## src/rtl/gyro_rx_lane_packer_pkg.sv

```systemverilog
// Shared definitions for the gyro serializer receive path.
// Contents: word/sample/beat widths, base packet length, the lane
// enumeration and small helpers for packet length and lane selection.
package gyro_serdes_pkg;

  localparam int WORD_W   = 48;
  localparam int SAMPLE_W = 16;
  localparam int PKT_BASE = 64;
  localparam int AXI_W    = 32;

  typedef enum logic [1:0] {LANE0 = 2'd0, LANE1 = 2'd1, LANE2 = 2'd2} lane_e;

  // Packet length in words: 64 << sel, so 64 up to 8192.
  function automatic logic [13:0] pkt_len(input logic [2:0] sel);
    return 14'(PKT_BASE) << sel;
  endfunction

  // Highest enabled lane of a mask (lanes are emitted high to low).
  function automatic lane_e first_lane(input logic [2:0] mask);
    lane_e lane;
    if (mask[2])      lane = LANE2;
    else if (mask[1]) lane = LANE1;
    else              lane = LANE0;
    return lane;
  endfunction

  // True when no enabled lane remains below the given one.
  function automatic logic lane_is_last(input logic [2:0] mask, input lane_e lane);
    logic last;
    case (lane)
      LANE2:   last = (mask[1:0] == 2'b00);
      LANE1:   last = ~mask[0];
      default: last = 1'b1;
    endcase
    return last;
  endfunction

endpackage

```

## src/rtl/gyro_rx_lane_packer_if.sv

```systemverilog
// Stream bus of the lane packer: 48-bit word input from the RX FIFO
// (s_*) and 32-bit tagged beat output toward the DMA (m_*).
// slave  : the packer side (consumes s_*, drives m_*).
// master : the environment side (drives s_*, consumes m_*).
interface gyro_rx_lane_packer_if;
  import gyro_serdes_pkg::*;

  logic [WORD_W-1:0] s_tdata;
  logic              s_tvalid;
  logic              s_tready;
  logic [AXI_W-1:0]  m_tdata;
  logic              m_tvalid;
  logic              m_tready;
  logic              m_tlast;

  modport slave (
    input  s_tdata, s_tvalid, m_tready,
    output s_tready, m_tdata, m_tvalid, m_tlast
  );

  modport master (
    output s_tdata, s_tvalid, m_tready,
    input  s_tready, m_tdata, m_tvalid, m_tlast
  );

endinterface

```

## src/rtl/gyro_rx_lane_packer_lane_sel.sv

```systemverilog
// gyro_lane_sel: picks the lane to present next.
// i_start   : a new word is being loaded, so start from its highest lane.
// i_mask    : lane enable mask of the word.
// i_lane    : lane currently presented (ignored when i_start).
// o_lane    : lane to present next.
// o_is_last : o_lane is the final enabled lane of the word.
module gyro_lane_sel
  import gyro_serdes_pkg::*;
(
  input  logic       i_start,
  input  logic [2:0] i_mask,
  input  lane_e      i_lane,
  output lane_e      o_lane,
  output logic       o_is_last
);

  // Only lane 2 can step to lane 1; every other step lands on lane 0,
  // which must be enabled whenever the current lane was not the last one.
  always_comb begin
    o_lane = LANE0;
    if (i_start)
      o_lane = first_lane(i_mask);
    else if ((i_lane == LANE2) && i_mask[1])
      o_lane = LANE1;
    o_is_last = lane_is_last(i_mask, o_lane);
  end

endmodule

```

## src/rtl/gyro_rx_lane_packer.sv

```systemverilog
// gyro_rx_lane_packer: splits 48-bit RX words into 16-bit lanes and emits
// each enabled lane as a tagged 32-bit beat, adding packet framing.
// clock, reset    : system clock, synchronous active-high reset.
// in_start_stop   : 1 = accept new words; the held word always drains.
// packet_sel      : packet length 64 << packet_sel words.
// in_channel      : lane enable mask (bit2 = [47:32] ... bit0 = [15:0]).
// bus (slave)     : s_* word input, m_* beat output {lane,2'b00,seq,sample}.
// packet_count    : completed packets, wrapping.
// busy            : a word is held or a packet is open.
module gyro_rx_lane_packer
  import gyro_serdes_pkg::*;
#(
  parameter int SEQ_W = 12
) (
  input  logic                  clock,
  input  logic                  reset,
  input  logic                  in_start_stop,
  input  logic [2:0]            packet_sel,
  input  logic [2:0]            in_channel,
  gyro_rx_lane_packer_if.slave  bus,
  output logic [15:0]           packet_count,
  output logic                  busy
);

  logic              r_hold_valid;
  logic [WORD_W-1:0] r_hold_data;
  logic [SEQ_W-1:0]  r_hold_seq;
  lane_e             r_lane;
  logic [2:0]        r_mask;
  logic [2:0]        r_sel;
  logic [SEQ_W-1:0]  r_seq;
  logic [12:0]       r_idx;
  logic              r_word_last;
  logic [AXI_W-1:0]  r_tdata;
  logic              r_tlast;
  logic [15:0]       r_pkt_cnt;

  logic              w_cur_last;
  logic              w_fire;
  logic              w_accept_rdy;
  logic              w_accept;
  logic              w_new_pkt;
  logic [2:0]        w_word_mask;
  logic [2:0]        w_word_sel;
  logic [12:0]       w_len_m1;
  logic              w_word_last;
  logic [2:0]        w_sel_mask;
  lane_e             w_next_lane;
  logic              w_next_is_last;
  logic [WORD_W-1:0] w_src_data;
  logic [SEQ_W-1:0]  w_src_seq;
  logic [SAMPLE_W-1:0] w_sample;
  logic [AXI_W-1:0]  w_beat;
  logic              w_pkt_done;

  // The held word is the presented beat, so hold_valid doubles as m_tvalid.
  // A new word may enter on the very cycle its predecessor's last beat leaves.
  assign w_cur_last   = lane_is_last(r_mask, r_lane);
  assign w_fire       = r_hold_valid & bus.m_tready;
  assign w_accept_rdy = ~reset & in_start_stop & (~r_hold_valid | (w_fire & w_cur_last));
  assign w_accept     = w_accept_rdy & bus.s_tvalid;

  // Packet configuration is sampled only by the first word of a packet.
  assign w_new_pkt   = (r_idx == 13'd0);
  assign w_word_mask = w_new_pkt ? in_channel : r_mask;
  assign w_word_sel  = w_new_pkt ? packet_sel : r_sel;
  assign w_len_m1    = 13'(pkt_len(w_word_sel) - 14'd1);
  assign w_word_last = (r_idx == w_len_m1);

  assign w_sel_mask = w_accept ? w_word_mask : r_mask;

  gyro_lane_sel u_lane_sel (
    .i_start   (w_accept),
    .i_mask    (w_sel_mask),
    .i_lane    (r_lane),
    .o_lane    (w_next_lane),
    .o_is_last (w_next_is_last)
  );

  assign w_src_data = w_accept ? bus.s_tdata : r_hold_data;
  assign w_src_seq  = w_accept ? r_seq : r_hold_seq;

  // Sample for the lane about to be presented.
  always_comb begin
    w_sample = w_src_data[15:0];
    case (w_next_lane)
      LANE2:   w_sample = w_src_data[47:32];
      LANE1:   w_sample = w_src_data[31:16];
      default: w_sample = w_src_data[15:0];
    endcase
  end

  assign w_beat = {w_next_lane, 2'b00, 12'(w_src_seq), w_sample};

  // A packet completes on its tlast beat, or at the accept of its final word
  // when no lanes are enabled and nothing is emitted.
  assign w_pkt_done = (w_fire & r_tlast) |
                      (w_accept & w_word_last & (w_word_mask == 3'b000));

  // Word accept loads a fresh beat; otherwise a fired beat steps to the next
  // enabled lane or retires the word after its last lane.
  always_ff @(posedge clock) begin
    if (reset) begin
      r_hold_valid <= 1'b0;
      r_hold_data  <= '0;
      r_hold_seq   <= '0;
      r_lane       <= LANE0;
      r_mask       <= 3'b000;
      r_sel        <= 3'b000;
      r_seq        <= '0;
      r_idx        <= 13'd0;
      r_word_last  <= 1'b0;
      r_tdata      <= '0;
      r_tlast      <= 1'b0;
      r_pkt_cnt    <= 16'd0;
    end else begin
      if (w_accept) begin
        r_seq       <= r_seq + 1'b1;
        r_hold_data <= bus.s_tdata;
        r_hold_seq  <= r_seq;
        if (w_new_pkt) begin
          r_mask <= in_channel;
          r_sel  <= packet_sel;
        end
        r_idx        <= w_word_last ? 13'd0 : r_idx + 13'd1;
        r_word_last  <= w_word_last;
        r_hold_valid <= (w_word_mask != 3'b000);
        r_lane       <= w_next_lane;
        r_tdata      <= w_beat;
        r_tlast      <= w_word_last & w_next_is_last;
      end else if (w_fire) begin
        if (w_cur_last) begin
          r_hold_valid <= 1'b0;
          r_tlast      <= 1'b0;
        end else begin
          r_lane  <= w_next_lane;
          r_tdata <= w_beat;
          r_tlast <= r_word_last & w_next_is_last;
        end
      end
      if (w_pkt_done)
        r_pkt_cnt <= r_pkt_cnt + 16'd1;
    end
  end

  assign bus.s_tready = w_accept_rdy;
  assign bus.m_tdata  = r_tdata;
  assign bus.m_tvalid = r_hold_valid;
  assign bus.m_tlast  = r_tlast;
  assign packet_count = r_pkt_cnt;
  assign busy         = r_hold_valid | (r_idx != 13'd0);

endmodule
```

## src/flat_wrapper.sv

```systemverilog
// flat-port wrapper written by rule: the top's interface ports become plain ports
module gyro_rx_lane_packer_flat import gyro_serdes_pkg::*;
#(
  parameter int SEQ_W = 12
)
  (clock, reset, in_start_stop, packet_sel, in_channel, packet_count, busy, bus_s_tdata, bus_s_tvalid, bus_m_tready, bus_s_tready, bus_m_tdata, bus_m_tvalid, bus_m_tlast);
  gyro_rx_lane_packer_if bus_i ();
  input  logic clock;
  input  logic reset;
  input  logic in_start_stop;
  input  logic [2:0] packet_sel;
  input  logic [2:0] in_channel;
  output logic [15:0] packet_count;
  output logic busy;
  input wire logic [$bits(bus_i.s_tdata)-1:0] bus_s_tdata;
  input wire logic [$bits(bus_i.s_tvalid)-1:0] bus_s_tvalid;
  input wire logic [$bits(bus_i.m_tready)-1:0] bus_m_tready;
  output wire logic [$bits(bus_i.s_tready)-1:0] bus_s_tready;
  output wire logic [$bits(bus_i.m_tdata)-1:0] bus_m_tdata;
  output wire logic [$bits(bus_i.m_tvalid)-1:0] bus_m_tvalid;
  output wire logic [$bits(bus_i.m_tlast)-1:0] bus_m_tlast;
  assign bus_i.s_tdata = bus_s_tdata;
  assign bus_i.s_tvalid = bus_s_tvalid;
  assign bus_i.m_tready = bus_m_tready;
  assign bus_s_tready = bus_i.s_tready;
  assign bus_m_tdata = bus_i.m_tdata;
  assign bus_m_tvalid = bus_i.m_tvalid;
  assign bus_m_tlast = bus_i.m_tlast;
  gyro_rx_lane_packer #(.SEQ_W(SEQ_W)) u_core (.clock(clock), .reset(reset), .in_start_stop(in_start_stop), .packet_sel(packet_sel), .in_channel(in_channel), .bus(bus_i), .packet_count(packet_count), .busy(busy));
endmodule
```

## config.mk

```make
export PLATFORM = sky130hd
export DESIGN_NAME = gyro_rx_lane_packer_flat
export DESIGN_NICKNAME = d
export VERILOG_FILES = /design/src/rtl/gyro_rx_lane_packer_pkg.sv /design/src/rtl/gyro_rx_lane_packer_if.sv /design/src/rtl/gyro_rx_lane_packer_lane_sel.sv /design/src/rtl/gyro_rx_lane_packer.sv /design/src/flat_wrapper.sv
export SDC_FILE = /design/constraint.sdc
export NUM_CORES = 1
export LEC_CHECK = 0
export CAP_MARGIN = 0
export CORE_MARGIN = 5
export CORE_UTILIZATION = 53
export CTS_CLUSTER_SIZE = 16
export DETAILED_ROUTE_END_ITERATION = 16
export PLACE_DENSITY = 0.9
export SLEW_MARGIN = 5
export SYNTH_ARGS = -nofsm -noshare
export SYNTH_HDL_FRONTEND = slang
export SYNTH_SLANG_ARGS = --single-unit
```

## constraint.sdc

```tcl
create_clock -name clock -period 5.6 [get_ports clock]
set_input_delay 1.4 -clock clock [delete_from_list [all_inputs] [get_ports clock]]
set_output_delay 1.4 -clock clock [all_outputs]
set_load 0.02 [all_outputs]
```

---- Word level (Yosys, flattened, before mapping) ----
Index checks and enable logic that the tools add are counted.
word-level totals
  register bits ........................... 142
  bits in latches ......................... 0
  bits in writable memories ............... 0
  ROM bits ................................ 0
  bits of input ports ..................... 59
  output and inout port bits .............. 52
  word-level logic and storage cells ...... 76
  memories ................................ 0
operators by class
  add/sub/neg operators ................... 4
  $mul .................................... 0
  divide/modulo/power cells ............... 0
  $lt $le $gt $ge ......................... 0
  equal/unequal tests ..................... 6
  shift-type cells ........................ 1
  muxes and demuxes ....................... 25
  bitwise logic cells ..................... 17
  reductions and logical operators ........ 11
operators with widths
  cell                                                                   number
  32-bit two-way mux                                                     3
  48-bit two-way mux                                                     1
  16-bit case mux with 2 select lines                                    1
  16-bit by 1-bit adder with 16-bit output, second input constant        1
  13-bit by 1-bit adder with 13-bit output, second input constant        1
  13-bit equality test                                                   1
  13-bit zero test                                                       1
  13-bit two-way mux                                                     1
  13-bit nonzero test                                                    1
  7-bit by 3-bit << shifter with 13-bit output, first input constant     1
  13-bit by 1-bit subtractor with 13-bit output, second input constant   1
  12-bit by 1-bit adder with 12-bit output, second input constant        1
  12-bit two-way mux                                                     1
  1-bit AND                                                              10
  2-bit two-way mux                                                      5
  3-bit two-way mux                                                      3
  1-bit two-way mux                                                      8
  2-bit by 1-bit equality test with 1-bit output, second input constant  2
  2-bit equality test, second input constant                             2
  2-bit zero test                                                        2
  1-bit inverter                                                         4
  1-bit case mux with 2 select lines                                     2
  2-bit AND reduction                                                    2
  2-bit nonzero test                                                     2
  5 further kinds                                                        7

---- Longest topological paths before layout ----
Gate-level depths: netlist of run 1.
  depth in word-level cells ............... 16
  mapped depth ............................ 19
  gate-level depth less buffers ........... 15

---- By module ----
From an unflattened synthesis of run 1, not the netlist that was laid out.
second synthesis, totals
  cell total of the unflattened synthesis .. 680
  area, all modules ....................... 6,272.3 um2
by module, submodules not included
  module               instances  cells each  area an instance (um2)  seq. area each (um2)
  gyro_rx_lane_packer  1          669         6,195.9                 2,802.7
  gyro_lane_sel        1          11          76.3                    0.0

---- Worst setup path before layout of run 1 ----
OpenSTA, ideal clock, no wires.
  kind .................................... reg-to-reg
  start ................................... reg u_core.r_idx[0]
  end ..................................... reg u_core.r_pkt_cnt[13] (netlist: u_core.packet_count[13])
  library setup time ...................... 71 ps
  arrival ................................. 3,928 ps
  data required time ...................... 5,529 ps
  setup slack ............................. 1,601 ps
  stages on the path, launching flop included .. 17
  path buffers ............................ 1
  clock period less this slack ............ 3,999 ps
  cell sequence ........................... dfxtp_1 inv_1 ha_1 or4b_1 clkbuf_1 nor3_1 mux2_2 inv_1 ha_1 nor2b_1 o2111ai_1 o211a_1 or3_4 a221oi_2 nor2_2 or4_1 a21oi_1
on the way
  longest elaborated chain between the ends .. 8
  elaborated cells between the ends (all ways) .. 10
  those cells by class .................... 1 x add/sub; 1 x eq/ne; 1 x shift; 2 x mux; 3 x bitwise; 2 x reduce/logical
RTL lines
  element                                        line                           text
  start, declared                                gyro_rx_lane_packer.sv:32      logic [12:0] r_idx;
  start signal, assigned                         gyro_rx_lane_packer.sv:125     r_idx <= w_word_last ? 13'd0 : r_idx + 13'd1;
  13-bit zero test                               gyro_rx_lane_packer.sv:64      assign w_new_pkt = (r_idx == 13'd0);
  3-bit two-way mux                              gyro_rx_lane_packer.sv:66      assign w_word_sel = w_new_pkt ? packet_sel : r_sel;
  7-bit by 3-bit << shifter with 13-bit output   gyro_rx_lane_packer_pkg.sv:15  return 14'(PKT_BASE) << sel;
  13-bit by 1-bit subtractor with 13-bit output  gyro_rx_lane_packer.sv:67      assign w_len_m1 = 13'(pkt_len(w_word_sel) - 14'd1);
  13-bit equality test                           gyro_rx_lane_packer.sv:68      assign w_word_last = (r_idx == w_len_m1);
  1-bit AND                                      gyro_rx_lane_packer.sv:98      (w_accept & w_word_last & (w_word_mask == 3'b000));
  1-bit AND *                                    gyro_rx_lane_packer.sv:98
  1-bit bitwise OR *                             gyro_rx_lane_packer.sv:97      assign w_pkt_done = (w_fire & r_tlast) |
  end signal, assigned                           gyro_rx_lane_packer.sv:142     r_pkt_cnt <= r_pkt_cnt + 16'd1;
  end, declared                                  gyro_rx_lane_packer.sv:36      logic [15:0] r_pkt_cnt;
Every way passes the cells marked *; elsewhere a longest branch is shown, timed or not.
A chain may end at the register's enable or synchronous reset.

---- Worst setup path in the final report of run 1 ----
Same ends and word-level chain as after synthesis.

==> results of run 1 <==
[worst max-delay path, delay by kind of cell, from the launching register on]
kind            cells  cell delay [ns]
simple gates        6             2.44
compound gates      4             0.84
fa+ha+maj           2             0.48
mux                 1             0.42
flops               1             0.34
buf+inv             2             0.13
[cell usage in the layout, fill, tap and decap left out, types with 7 or more instances in the layout]
master           synthesis  final
dfxtp_1                140    140
clkdlybuf4s50_1          0    107
nor2_1                 102    101
nor2b_1                 41     41
a21oi_1                 38     38
mux2i_1                 35     35
mux2_2                  34     34
a211oi_1                33     33
nand2_1                 28     28
o21ai_0                 17     17
clkbuf_16                0     17
a221oi_1                16     16
inv_1                   15     15
xnor2_1                 13     13
xor2_1                  13     13
nand4_1                 12     12
or3_1                   11     11
ha_1                     9      9
nand2b_1                 8      8
nand3_1                  8      8
buf_4                    2      8
nor3_1                   7      7
and3_1                   7      7
[routing by layer]
| layer | track usage [%] | routed length [um] | vias to the layer above |
|---|---|---|---|
| met5 | 0 | 0 | - |
| met4 | 10.72 | 447 | 0 |
| met3 | 6.730 | 1132 | 40 |
| met2 | 37.80 | 7879 | 232 |
| met1 | 27.33 | 6717 | 2488 |
| li1 | - | - | 2616 |
[registers in the layout, summed over array words and instances (netlist names)]
signal,count
u_core.r_hold_seq,12
u_core.packet_count,16
u_core.bus.m_tdata,29
u_core.r_seq,12
u_core.r_sel,3
u_core.r_mask,3
u_core.r_idx,13
u_core.r_lane,1
u_core.bus.m_tlast,1
u_core.r_hold_data,48
u_core.bus.m_tvalid,1
u_core.r_word_last,1
[Yosys cell counts, types with 13 or more instances]
library cell  count  area, um^2
xnor2_1          13       113.9
a221oi_1         16       140.1
nand2_1          28       105.1
clkbuf_1         38       142.6
nor2b_1          41       256.5
nor2_1          102       382.9
dfxtp_1         140        2803
a211oi_1         33       247.7
xor2_1           13       113.9
a21oi_1          38       190.2
inv_1            15       56.30
mux2i_1          35       350.3
mux2_2           34       382.9
o21ai_0          17       85.08
[power groups by stage]
stage	sequential, W	combinational, W	clock [W]
after CTS	0.00103	0.000227	0.00113
after detailed placement	0.00105	0.000224	0
after global placement	0.00105	0.000220	0
after floorplan	0.00106	0.000126	0
after global routing	0.00103	0.000244	0.00119
final	0.00103	0.000227	0.00112
[layout make-up]
type                       count  area (um^2)  area share (%)
clock buffer                  22        484.2           6.050
clock inverter                10        111.4           1.391
tap                          143        178.9           2.235
timing repair buffer         115         1131           14.13
multi-input combinational    488         3239           40.47
inverter                      15        56.30          0.7035
sequential                   140         2803           35.02
[path summary, 6_finish.rpt]
| path | start | endpoint | slack, ns | cells past startpoint |
|---|---|---|---|---|
| setup / recovery | u_core.r_idx[0] | u_core.packet_count[13] | 0.84 | 15 |
| hold reg to reg | u_core.r_word_last | u_core.r_word_last | 0.47 | 2 |
| hold / removal | u_core.r_word_last | u_core.r_word_last | 0.47 | 2 |
| setup reg to reg | u_core.r_idx[0] | u_core.packet_count[13] | 0.84 | 15 |
[metrics by stage]
stage                     instance area, um^2  instances  utilization, %  setup WS (ns)
after floorplan                          6299        691               -          1.601
after global placement                   7408        901           64.33         0.7748
after detailed placement                 7408        901           64.33         0.6228
after CTS                                8004        933           69.50         0.8832
after global routing                     8004        933           69.50         0.6083
final                                    8004        933           69.50         0.8410
[cell families (layout without fill, tap and decap cells)]
group | Yosys count | in the layout | share of synthesized area (%)
and+or+nand+nor | 249 | 249 | 19.92
DFF | 140 | 140 | 44.52
AOI/OAI and AO/OA | 133 | 133 | 14.31
muxes | 69 | 69 | 11.65
buffers and inverters | 63 | 162 | 4.134
xor gates and xnor gates | 26 | 26 | 3.618
adders and majority gates | 9 | 9 | 1.789
other | 1 | 2 | 0.05957
==> flow_summary.yaml, run 1 <==
status:
  status: "finished clean"
clock_tree:
  post-cts-setup-buffer-count: 0
  cts_resized: 0
  numClockSinks: 140
  holdBufCountCts: 0
  worst_skew_pair.late_latency_ns: 0.42
  cts_tree: "built"
  clkTransAtPathRegs_ns: 0.06
  numCtsBuffers: 17
  cts_max_level: 4
  clock_path_buffers: 2
  cts_root_buf: "clkbuf_16"
drt:
  vias: 5376
  drt_iter0_drc: 571
  drt-total-wl_um: 16180
  firstDrtPassIters: 5
  drc: 0
  viasPerCell: 5.762
  ant_nets: 0
  routedWlPerCell_um: 17.34
sta:
  slew_viol_final: 0
  finalCritPeriodShare_pct: 84.98
  max-slew-margin-rel_pct: 16.46
  fin_hold_ws_ns: 0.4748
  final-setup-viol-count: 0
  fin_worst_skew_ns: 0.006662
  hold_violations: 0
  fin_setup_tns_ns: 0
  finalCriticalPeriod_ns: 4.759
  max_freq_mhz: 210.1
  tightest_slew_ns: 1.253
  rsz0062_at_grt: "no"
global_routing:
  grt_remaining_overflow: 0
  grt_first_pass_wirelength_um: 26470
  grt_pass1_vias: 5455
  antenna_found_initial: 0
  grt_max_degree: 128
  grtUsageTotal_pct: 22.85
critical_path:
  max_stage_delay_ns: 0.61
  cpMaxStageDelayCell: "or4b_1"
  path_max_fanout: 18
  cp_cell_sequence: "inv_1 -> ha_1 -> or4b_1 -> nor3_1 -> mux2_2 -> inv_1 -> ha_1 -> nor2b_1 -> o32ai_1 -> o211a_1 -> or3_4 -> a221oi_2 -> nor2_2 -> or4_1 -> a21oi_1"
  critPathArrivalTime_ns: 5.09
  start_kind: "flop"
  worstPathRequired_ns: 5.93
  worst-setup-path-type: "flop to flop"
  cp-end-kind: "flop"
floorplan:
  io_pins: 111
  core_mm2: 0.01152
  die_h_um: 119.0
  start_util_pct: 54.66
  die-area_mm2: 0.01416
  die_w_um: 119.0
  rows: 39
logic_synthesis:
  synth_edf_count: 0
  synthCells: 690
  yosys_warnings: 0
  synthFlopType: "dfxtp_1"
  syn_area_per_cell_um2: 9.123
  synth-seq-area-share_pct: 44.52
  syn_area_mm2: 0.006295
  ys_ff_latch: 140
  synth.distinct_cells: 55
  synthArstFlopShare_pct: 0
pwr:
  powerDensity_mw_per_mm2: 297.7
  peakVddDrop_uv: 262.2
  pwr-share-clk_pct: 47.1
  intPower_w: 0.001833
  p_sw_share_pct: 23.09
  p_seq_share_pct: 43.3
  leakagePower_nw: 3.160
  power_w: 0.002383
  combPwrFrac_pct: 9.5
  p_sw_w: 0.0005501
placed_design:
  io_buffer_count: 108
  hpwl_um: 11030
  gp_congestion: 0.9050
cells_and_area:
  antenna_cells: 0
  n_fill_cell: 902
  drive_gt1_share_pct: 10.38
  area_delta_synth_final_pct: 27.15
  nets: 845
hold_path:
  hp-class: "flop to flop"
flow_run:
  maxCapViolations: 0
(Power assumes the default switching activity.)
==> run 2, diff against run 1 <==
==> constraint.sdc (replaced) <==
create_clock -name clock -period 4.66 [get_ports clock]
set_input_delay 1.165 -clock clock [delete_from_list [all_inputs] [get_ports clock]]
set_output_delay 1.165 -clock clock [all_outputs]
set_load 0.02 [all_outputs]
==> run 2 against run 1 <==
Wire length decreased by 2.8%. Worst setup slack got worse by 0.63 ns. Register-to-register slack got worse by 0.63 ns. Highest routed layer unchanged. Clock power increased by 7%. Power increased by 14%. Utilization increased by 0.11 points. Worst hold slack improved by 0.012 ns. Fmax increased by 7.1%. Cell count increased by 0.75%. Sequential cell count unchanged. Count of clock-buffer cells in the layout increased by 4. First-iteration DRC count decreased by 14%.
==> flow_summary.yaml, run 2 (synthesized netlist as in run 1, its figures left out) <==
placed_design:
  gp_congestion: 0.8861
  dp_cells: 910
  hpwl_um: 11040
  io_buffer_count: 108
hold_path:
  hp-class: "flop to flop"
  min-delay-start: "u_core.r_hold_seq[10]"
drt:
  drt_iter0_drc: 491
  routedWlPerCell_um: 16.72
  ant_nets: 0
  viasPerCell: 5.751
  drt-total-wl_um: 15720
  vias: 5406
  firstDrtPassIters: 5
  drc: 0
critical_path:
  r2r_start: "u_core.r_idx[0]"
  worstPathRequired_ns: 4.99
  critPathArrivalTime_ns: 4.77
  cp-end-kind: "flop"
  r2r_setup_slack_ns: 0.21
  path_max_fanout: 11
  start_kind: "flop"
  crit_path_start: "u_core.r_idx[0]"
  worst-setup-path-type: "flop to flop"
cells_and_area:
  utilization_pct: 69.61
  largest_register: "u_core.r_hold_data"
  area_delta_synth_final_pct: 27.35
  stdcell_count: 940
  final_common_cell: "dfxtp_1"
  largest_reg_flops: 48
  nets: 856
  final_cell_mix: "dfxtp_1, clkdlybuf4s50_1, nor2_1"
  drive_gt1_share_pct: 10.92
  antenna_cells: 0
sta:
  max_freq_mhz: 224.9
  fin_worst_skew_ns: 0.006598
  final-setup-viol-count: 0
  slew_viol_final: 0
  fin_hold_ws_ns: 0.4866
  max-slew-margin-rel_pct: 52.19
  rsz0062_at_grt: "no"
  hold_violations: 0
  finalCritPeriodShare_pct: 95.40
  tightest_slew_ns: 0.7172
  finalCriticalPeriod_ns: 4.446
pwr:
  power_w: 0.002718
  leakagePower_nw: 3.168
  peakVddDrop_uv: 240.2
  powerDensity_mw_per_mm2: 339.0
clock_tree:
  clkTransAtPathRegs_ns: 0.05
  numCtsBuffers: 17
  cts_root_buf: "clkbuf_16"
  clock_path_buffers: 2
  worst_skew_pair.late_latency_ns: 0.41
  numClockSinks: 140
  cts_tree: "built"
  cts_max_level: 4
floorplan:
  die_h_um: 119.0
  io_pins: 111
  rows: 39
  core_mm2: 0.01152
  die-area_mm2: 0.01416
  die_w_um: 119.0
  start_util_pct: 54.66
status:
  status: "finished clean"
flow_run:
  maxCapViolations: 0
global_routing:
  grtUsageTotal_pct: 22.10
  antenna_found_initial: 0
  grt_remaining_overflow: 0
  grt_max_degree: 68
  grt_first_pass_wirelength_um: 25690
  grt_pass1_vias: 5276
[run 2: metal layers]
metal,routed length [um],track usage (%)
met1,6764,27.49
met2,7691,36.74
met3,955,5.592
met4,309,8.762
met5,0,0
[run 2: worst max-delay path: stages (launching register included)]
cell,delay (ns)
dfxtp_1,0.34
inv_1,0.07
ha_1,0.18
or4b_1,0.61
nor3_4,0.28
buf_4,0.16
mux2i_1,0.06
or2_2,0.28
ha_1,0.30
xor2_1,0.13
o21ai_0,0.12
a2111oi_1,0.38
o2111ai_1,0.20
a221oi_2,0.35
nor2_2,0.17
buf_4,0.20
or3_1,0.35
a21oi_1,0.16
[run 2: repair_timing]
action,in CTS,in global routing
hold buffers,0,0
buffers inserted,0,2
gates resized for setup,0,2
setup endpoints to repair,0,12
[run 2: final timing paths]
check	endpoint	cells after the start
max	u_core.packet_count[3]	17
min	u_core.r_hold_seq[10]	2
max reg2reg	u_core.packet_count[3]	17
min reg2reg	u_core.r_hold_seq[10]	2
[run 2: area by class of cell]
cell class | count | area, um^2
fill | 894 | 3500
multi-input combinational | 488 | 3246
sequential | 140 | 2803
timing repair buffer | 126 | 1214
clock buffer | 26 | 509.2
tap | 143 | 178.9
inverter | 15 | 56.30
clock inverter | 2 | 10.01
[run 2: where the power goes]
| group | internal (W) | switching (W) |
|---|---|---|
| Sequential | 0.00123 | 0.0000154 |
| Clock | 0.000737 | 0.000462 |
| Combinational | 0.000139 | 0.000139 |
[run 2: through the flow]
step	instance area [um^2]	setup WS, ns	setup TNS [ns]
after detailed placement	7476	-0.01029	-0.02040
after global placement	7476	0.1962	0
after global routing	8016	0.006174	0
after floorplan	6299	0.6610	0
after CTS	7995	0.08158	0
final	8016	0.2145	0
